## src/rtl/batcharger_ctrl_p.sv

```systemverilog
// Battery charge sequencer: walks the charger through trickle, constant-current and
// constant-voltage modes with debounced thresholds, safety timeouts and auto-recharge.
module batcharger_ctrl_p #(
    parameter int W    = 8,
    parameter int TW   = 16,
    parameter int NDEB = 2
) (
    input  logic          clk,
    input  logic          rst,
    input  logic          en,
    input  logic          vtok,
    input  logic [W-1:0]  vbat,
    input  logic [W-1:0]  ibat,
    input  logic [W-1:0]  vpreset,
    input  logic [W-1:0]  vtarget,
    input  logic [W-1:0]  iend,
    input  logic [W-1:0]  vrestart,
    input  logic [TW-1:0] ttc_max,
    input  logic [TW-1:0] tchg_max,
    output logic          tc,
    output logic          cc,
    output logic          cv,
    output logic          vmonen,
    output logic          imonen,
    output logic          done,
    output logic          fault,
    output logic [2:0]    state
);

    typedef enum logic [2:0] {
        S_IDLE  = 3'd0,
        S_START = 3'd1,
        S_TC    = 3'd2,
        S_CC    = 3'd3,
        S_CV    = 3'd4,
        S_DONE  = 3'd5,
        S_FAULT = 3'd6
    } state_t;

    localparam int DW = (NDEB < 1) ? 1 : $clog2(NDEB + 1);
    localparam logic [DW-1:0] DEB_LAST = DW'(NDEB - 1);
    localparam int T_ST = 0;    // state timer (trickle timeout)
    localparam int T_GL = 1;    // global charge timer

    state_t        state_reg, state_next;
    logic [DW-1:0] deb_reg, deb_next;
    logic [TW-1:0] tmr_reg  [2];
    logic [TW-1:0] tmr_next [2];
    logic [TW-1:0] tmr_sat  [2];

    logic cond;
    logic deb_hit;
    logic charging;
    logic ttc_to;
    logic tchg_to;
    logic timeout;
    logic state_chg;

    // Saturating "+1" views: the value each timer reaches if it counts this cycle.
    genvar gi;
    generate
        for (gi = 0; gi < 2; gi++) begin : g_tmr_sat
            assign tmr_sat[gi] = (tmr_reg[gi] == {TW{1'b1}}) ? tmr_reg[gi]
                                                             : tmr_reg[gi] + 1'b1;
        end
    endgenerate

    // Threshold the current state is waiting on.
    always_comb begin
        cond = 1'b0;
        case (state_reg)
            S_TC:    cond = (vbat >= vpreset);
            S_CC:    cond = (vbat >= vtarget);
            S_CV:    cond = (ibat <= iend);
            S_DONE:  cond = (vbat < vrestart);
            default: cond = 1'b0;
        endcase
    end

    assign deb_hit  = vtok && cond && (deb_reg == DEB_LAST);
    assign charging = (state_reg == S_TC) || (state_reg == S_CC) || (state_reg == S_CV);
    // Timeouts compare the count including the current cycle, so a limit of N
    // trips on the Nth edge spent in the timed states.
    assign ttc_to   = (state_reg == S_TC) && (ttc_max != '0) && (tmr_sat[T_ST] >= ttc_max);
    assign tchg_to  = charging && (tchg_max != '0) && (tmr_sat[T_GL] >= tchg_max);
    assign timeout  = ttc_to || tchg_to;

    always_comb begin
        state_next = state_reg;
        case (state_reg)
            S_IDLE: begin
                if (en) state_next = S_START;
            end
            S_START: begin
                if (vtok) begin
                    if (vbat >= vtarget)     state_next = S_DONE;
                    else if (vbat < vpreset) state_next = S_TC;
                    else                     state_next = S_CC;
                end
            end
            S_TC: begin
                if (timeout)      state_next = S_FAULT;
                else if (deb_hit) state_next = S_CC;
            end
            S_CC: begin
                if (timeout)      state_next = S_FAULT;
                else if (deb_hit) state_next = S_CV;
            end
            S_CV: begin
                if (timeout)      state_next = S_FAULT;
                else if (deb_hit) state_next = S_DONE;
            end
            S_DONE: begin
                if (deb_hit) state_next = S_START;
            end
            S_FAULT: begin
                state_next = S_FAULT;
            end
            default: state_next = S_IDLE;
        endcase
        if (!en) state_next = S_IDLE;
    end

    assign state_chg = (state_next != state_reg);

    always_comb begin
        deb_next = deb_reg;
        if (state_chg)
            deb_next = '0;
        else if (vtok)
            deb_next = cond ? deb_reg + 1'b1 : '0;
    end

    // Global timer keeps counting across TC->CC->CV and only restarts on START entry.
    always_comb begin
        tmr_next[T_ST] = tmr_reg[T_ST];
        tmr_next[T_GL] = tmr_reg[T_GL];
        if (state_chg)
            tmr_next[T_ST] = '0;
        else if (state_reg == S_TC)
            tmr_next[T_ST] = tmr_sat[T_ST];
        if (state_chg && (state_next == S_START))
            tmr_next[T_GL] = '0;
        else if (charging)
            tmr_next[T_GL] = tmr_sat[T_GL];
    end

    always_ff @(posedge clk or posedge rst) begin
        if (rst) begin
            state_reg     <= S_IDLE;
            deb_reg       <= '0;
            tmr_reg[T_ST] <= '0;
            tmr_reg[T_GL] <= '0;
        end else begin
            state_reg     <= state_next;
            deb_reg       <= deb_next;
            tmr_reg[T_ST] <= tmr_next[T_ST];
            tmr_reg[T_GL] <= tmr_next[T_GL];
        end
    end

    // Moore decode straight off the state register so reset clears outputs at once.
    assign tc     = (state_reg == S_TC);
    assign cc     = (state_reg == S_CC);
    assign cv     = (state_reg == S_CV);
    assign imonen = (state_reg == S_CV);
    assign vmonen = (state_reg == S_START) || (state_reg == S_TC) || (state_reg == S_CC)
                 || (state_reg == S_CV) || (state_reg == S_DONE);
    assign done   = (state_reg == S_DONE);
    assign fault  = (state_reg == S_FAULT);
    assign state  = state_reg;

endmodule

```

## config.mk

```make
export PLATFORM = sky130hd
export DESIGN_NAME = batcharger_ctrl_p
export DESIGN_NICKNAME = d
export VERILOG_FILES = /design/src/rtl/batcharger_ctrl_p.sv
export SDC_FILE = /design/constraint.sdc
export NUM_CORES = 1
export LEC_CHECK = 0
export ABC_AREA = 1
export CORE_ASPECT_RATIO = 0.7
export CORE_MARGIN = 2
export CORE_UTILIZATION = 55
export DETAILED_ROUTE_END_ITERATION = 8
export DONT_BUFFER_PORTS = 1
export PLACE_DENSITY_LB_ADDON = 0.12
export REMOVE_ABC_BUFFERS = 1
export SLEW_MARGIN = 20
export SYNTH_ARGS = -nofsm -noshare
export SYNTH_HDL_FRONTEND = slang
export SYNTH_SLANG_ARGS = --single-unit
export TNS_END_PERCENT = 10
```

## constraint.sdc

```tcl
create_clock -name clk -period 4.25 [get_ports clk]
set_clock_uncertainty 0.05 [all_clocks]
set_input_delay 0.85 -clock clk [delete_from_list [all_inputs] [get_ports clk]]
set_output_delay 0.85 -clock clk [all_outputs]
set_load 0.005 [all_outputs]
```

==> reports/metrics.cfg <==
[logic_synthesis]
synth_compound_area_share_pct=14.61
synth_edf_count=0
yosys-mux-area-fraction_pct=0.2256
synth_top_flop_cell=dfrtp_1
synth_top_family_by_area=simple AND/OR/NAND/NOR gates
synthAdderAreaFrac_pct=18.61
yosysSeqAreaShare_pct=20.87
ys_ff_latch=37
synthCells=683
synth_xor_area_share_pct=3.356
syn_avg_cell_area_um2=6.496
synth_area_um2=4437
synthSimpleGateAreaFrac_pct=29.16
yosys_warnings=0
synth_cell_types=35
ys_async_sr_fraction_pct=100.0

[critical_path]
cp.arrival_ns=4.23
worstSetupPathType=flop to flop
slowest_delay_ns=0.39
cp-endpoint=tmr_reg[10]
r2r_cells=32
reg2reg_to=tmr_reg[10]
path_max_fanout=6
cpMostUsedCell=nand2_2
startpoint_type=flop
r2r_slack_ns=0.18
end_kind=flop
r2r-start=tmr_reg[3]
crit_start=tmr_reg[3]
worstPathRequired_ns=4.40
cp_slowest_cell=dfrtp_1

[place]
hpwl_mm=9.172
place_ws_ns=0.04886
portBuffers=0
post-place-cells=786
gp_congestion=0.9975
placed_cell_area_um2=4614

[sta]
fmaxAchievable_mhz=245.5
maxSlewHeadroom_pct=66.07
period_minus_slack_ns=4.073
final_max_slew_viol_count=0
tns_ns=0
min_period_over_period_pct=95.85
worst_slack_ns=0.1765
hold_viol=0
max_slew.worst_pin.slew_ns=0.5089
finalSetupViolations=0
whs_ns=0.4980

[clocking]
cts-hold-fix-buffers=0
cts_root_buffer=clkbuf_16
clkSinkCount=37
clk_latency_ns=0.28
clkSlewWorstSetupHoldPaths_ns=0.06
cts_tree=built
numCtsBuffers=5
cts_buffer_depth=2
htreeDepth=2

[power]
vdd.ir_drop.worst_mv=0.2322
power_leakage_uw=0.002700
powerDensity_nw_per_um2=288.4

[min_path]
hold_path_class=flop to flop
whs_path_depth=2
min-delay-start=tmr_reg[21]

[route]
drtAntennaViolNets=0
routed_via_density=5.504
via_count=4464
dr.pass1.iters=5
dr.first_iter.drc_count=389
wire_per_inst_um=14.80
remaining_drc_errors=0
postRouteWirelength_mm=12.01

[global_route]
grt_pass1_vias=4097
grt_pass1_wl_mm=18.84
grt_max_degree=38
antenna_found_initial=0
grt_use_total_pct=26.14
grt_overflow=0

[final_layout]
diodes=0
largest_reg_flops=32
fin_nets=859
fill_cells=714
final_cell_area_um2=5116
drive_above_1_share_pct=14.93
multi_input_area_um2=3113
finalNonFillerCells=811
seqCellArea_um2=925.9
area_delta_synth_final_pct=15.31

[die]
rows=27
die-area_um2=8813
start_util_pct=56.61
die_w_um=111.4
core-area_um2=7838
ios=94
chipHeight_um=79.15

[flow_run]
cap_violations=0

[status]
status=finished, final reports clean

## cell usage in the layout (no fill, tap or decap), types with 15 or more instances in the layout
cell,count
nand2_1,156
dfrtp_1,37
a21oi_1,41
nor3_1,15
o21ai_0,25
nand3_1,22
ha_1,62
nor2_1,65
inv_1,128
buf_4,24
a21oi_2,26
## logic make-up after synthesis
kind of cell	after synthesis
simple gates	304
buf+inv	147
compound gates	111
fa+ha+maj	66
flops	37
xor+xnor	17
mux	1
## per-layer routing
metal	global-route usage [%]	vias to the layer above	wire length [µm]
met1	37.80	2002	5769
met3	4.885	8	992
met4	4.691	0	59
met2	41.34	212	5184
li1	-	2242	-
met5	0	-	0
## power breakdown
group / total (µW) / internal, µW / switching, µW
clock network: 360 / 215 / 144
logic: 681 / 273 / 408
registers: 434 / 389 / 45.3
## critical path, delay by kind of cell (launching register included)
family                     cells  cell delay, ns
buffers and inverters          7            0.85
AOI/OAI and AO/OA              2            0.35
xor gates and xnor gates       1            0.14
DFF                            1            0.39
and+or+nand+nor               21            1.90
adders and majority gates      1            0.29
## metrics by stage
step	total power (µW)	util (%)
6_report	1475	65.28
5_1_grt	1588	65.28
4_1_cts	1323	60.84
3_5_place_dp	962.4	58.88
3_3_place_gp	943.2	58.88
2_1_floorplan	800.7	-
## cell usage after synthesis (2+ instances only)
library cell,number,area share [%]
nand2_1,164,14
inv_1,130,11
nor2_1,70,5.9
ha_1,66,19
a21oi_1,54,6.1
dfrtp_1,37,21
o21ai_0,26,2.9
nand3_1,22,2.5
nor3_1,17,1.9
a21oi_2,15,3.0
xor2_1,14,2.8
nand4_1,12,1.7
nor4_1,6,0.85
inv_2,5,0.42
a31oi_1,4,0.56
o21bai_1,4,0.68
or2_2,4,0.56
buf_2,3,0.34
buf_4,3,0.51
nand2_2,3,0.42
o21a_1,3,0.51
xnor2_1,3,0.59
a21o_1,2,0.34
buf_6,2,0.51
clkbuf_1,2,0.17
nor2_2,2,0.28
o211ai_1,2,0.34
## area by class of cell
cell class	instances	area share, %
Multi-Input combinational cell	499	60.85
Sequential cell	37	18.10
Inverter	136	10.08
Timing Repair Buffer	30	5.796
Clock buffer	6	2.519
Tap cell	101	2.470
Clock inverter	2	0.1956
## repair_timing
action / CTS / global route
resized for setup: 0 / 46
setup endpoints to repair: 3 / 34
cloned: 0 / 3
pin swaps: 1 / 27
hold endpoints to repair: 0 / 0
buffers inserted: 2 / 12
## worst min path at each step
stage                       end  slack, ns
floorplan           tmr_reg[21]       0.46
global placement    tmr_reg[21]       0.48
detailed placement  tmr_reg[21]       0.48
CTS                 tmr_reg[21]       0.50
global route        tmr_reg[21]       0.52
finish              tmr_reg[21]       0.50
Note: power is estimated with default switching activity, not from simulation.
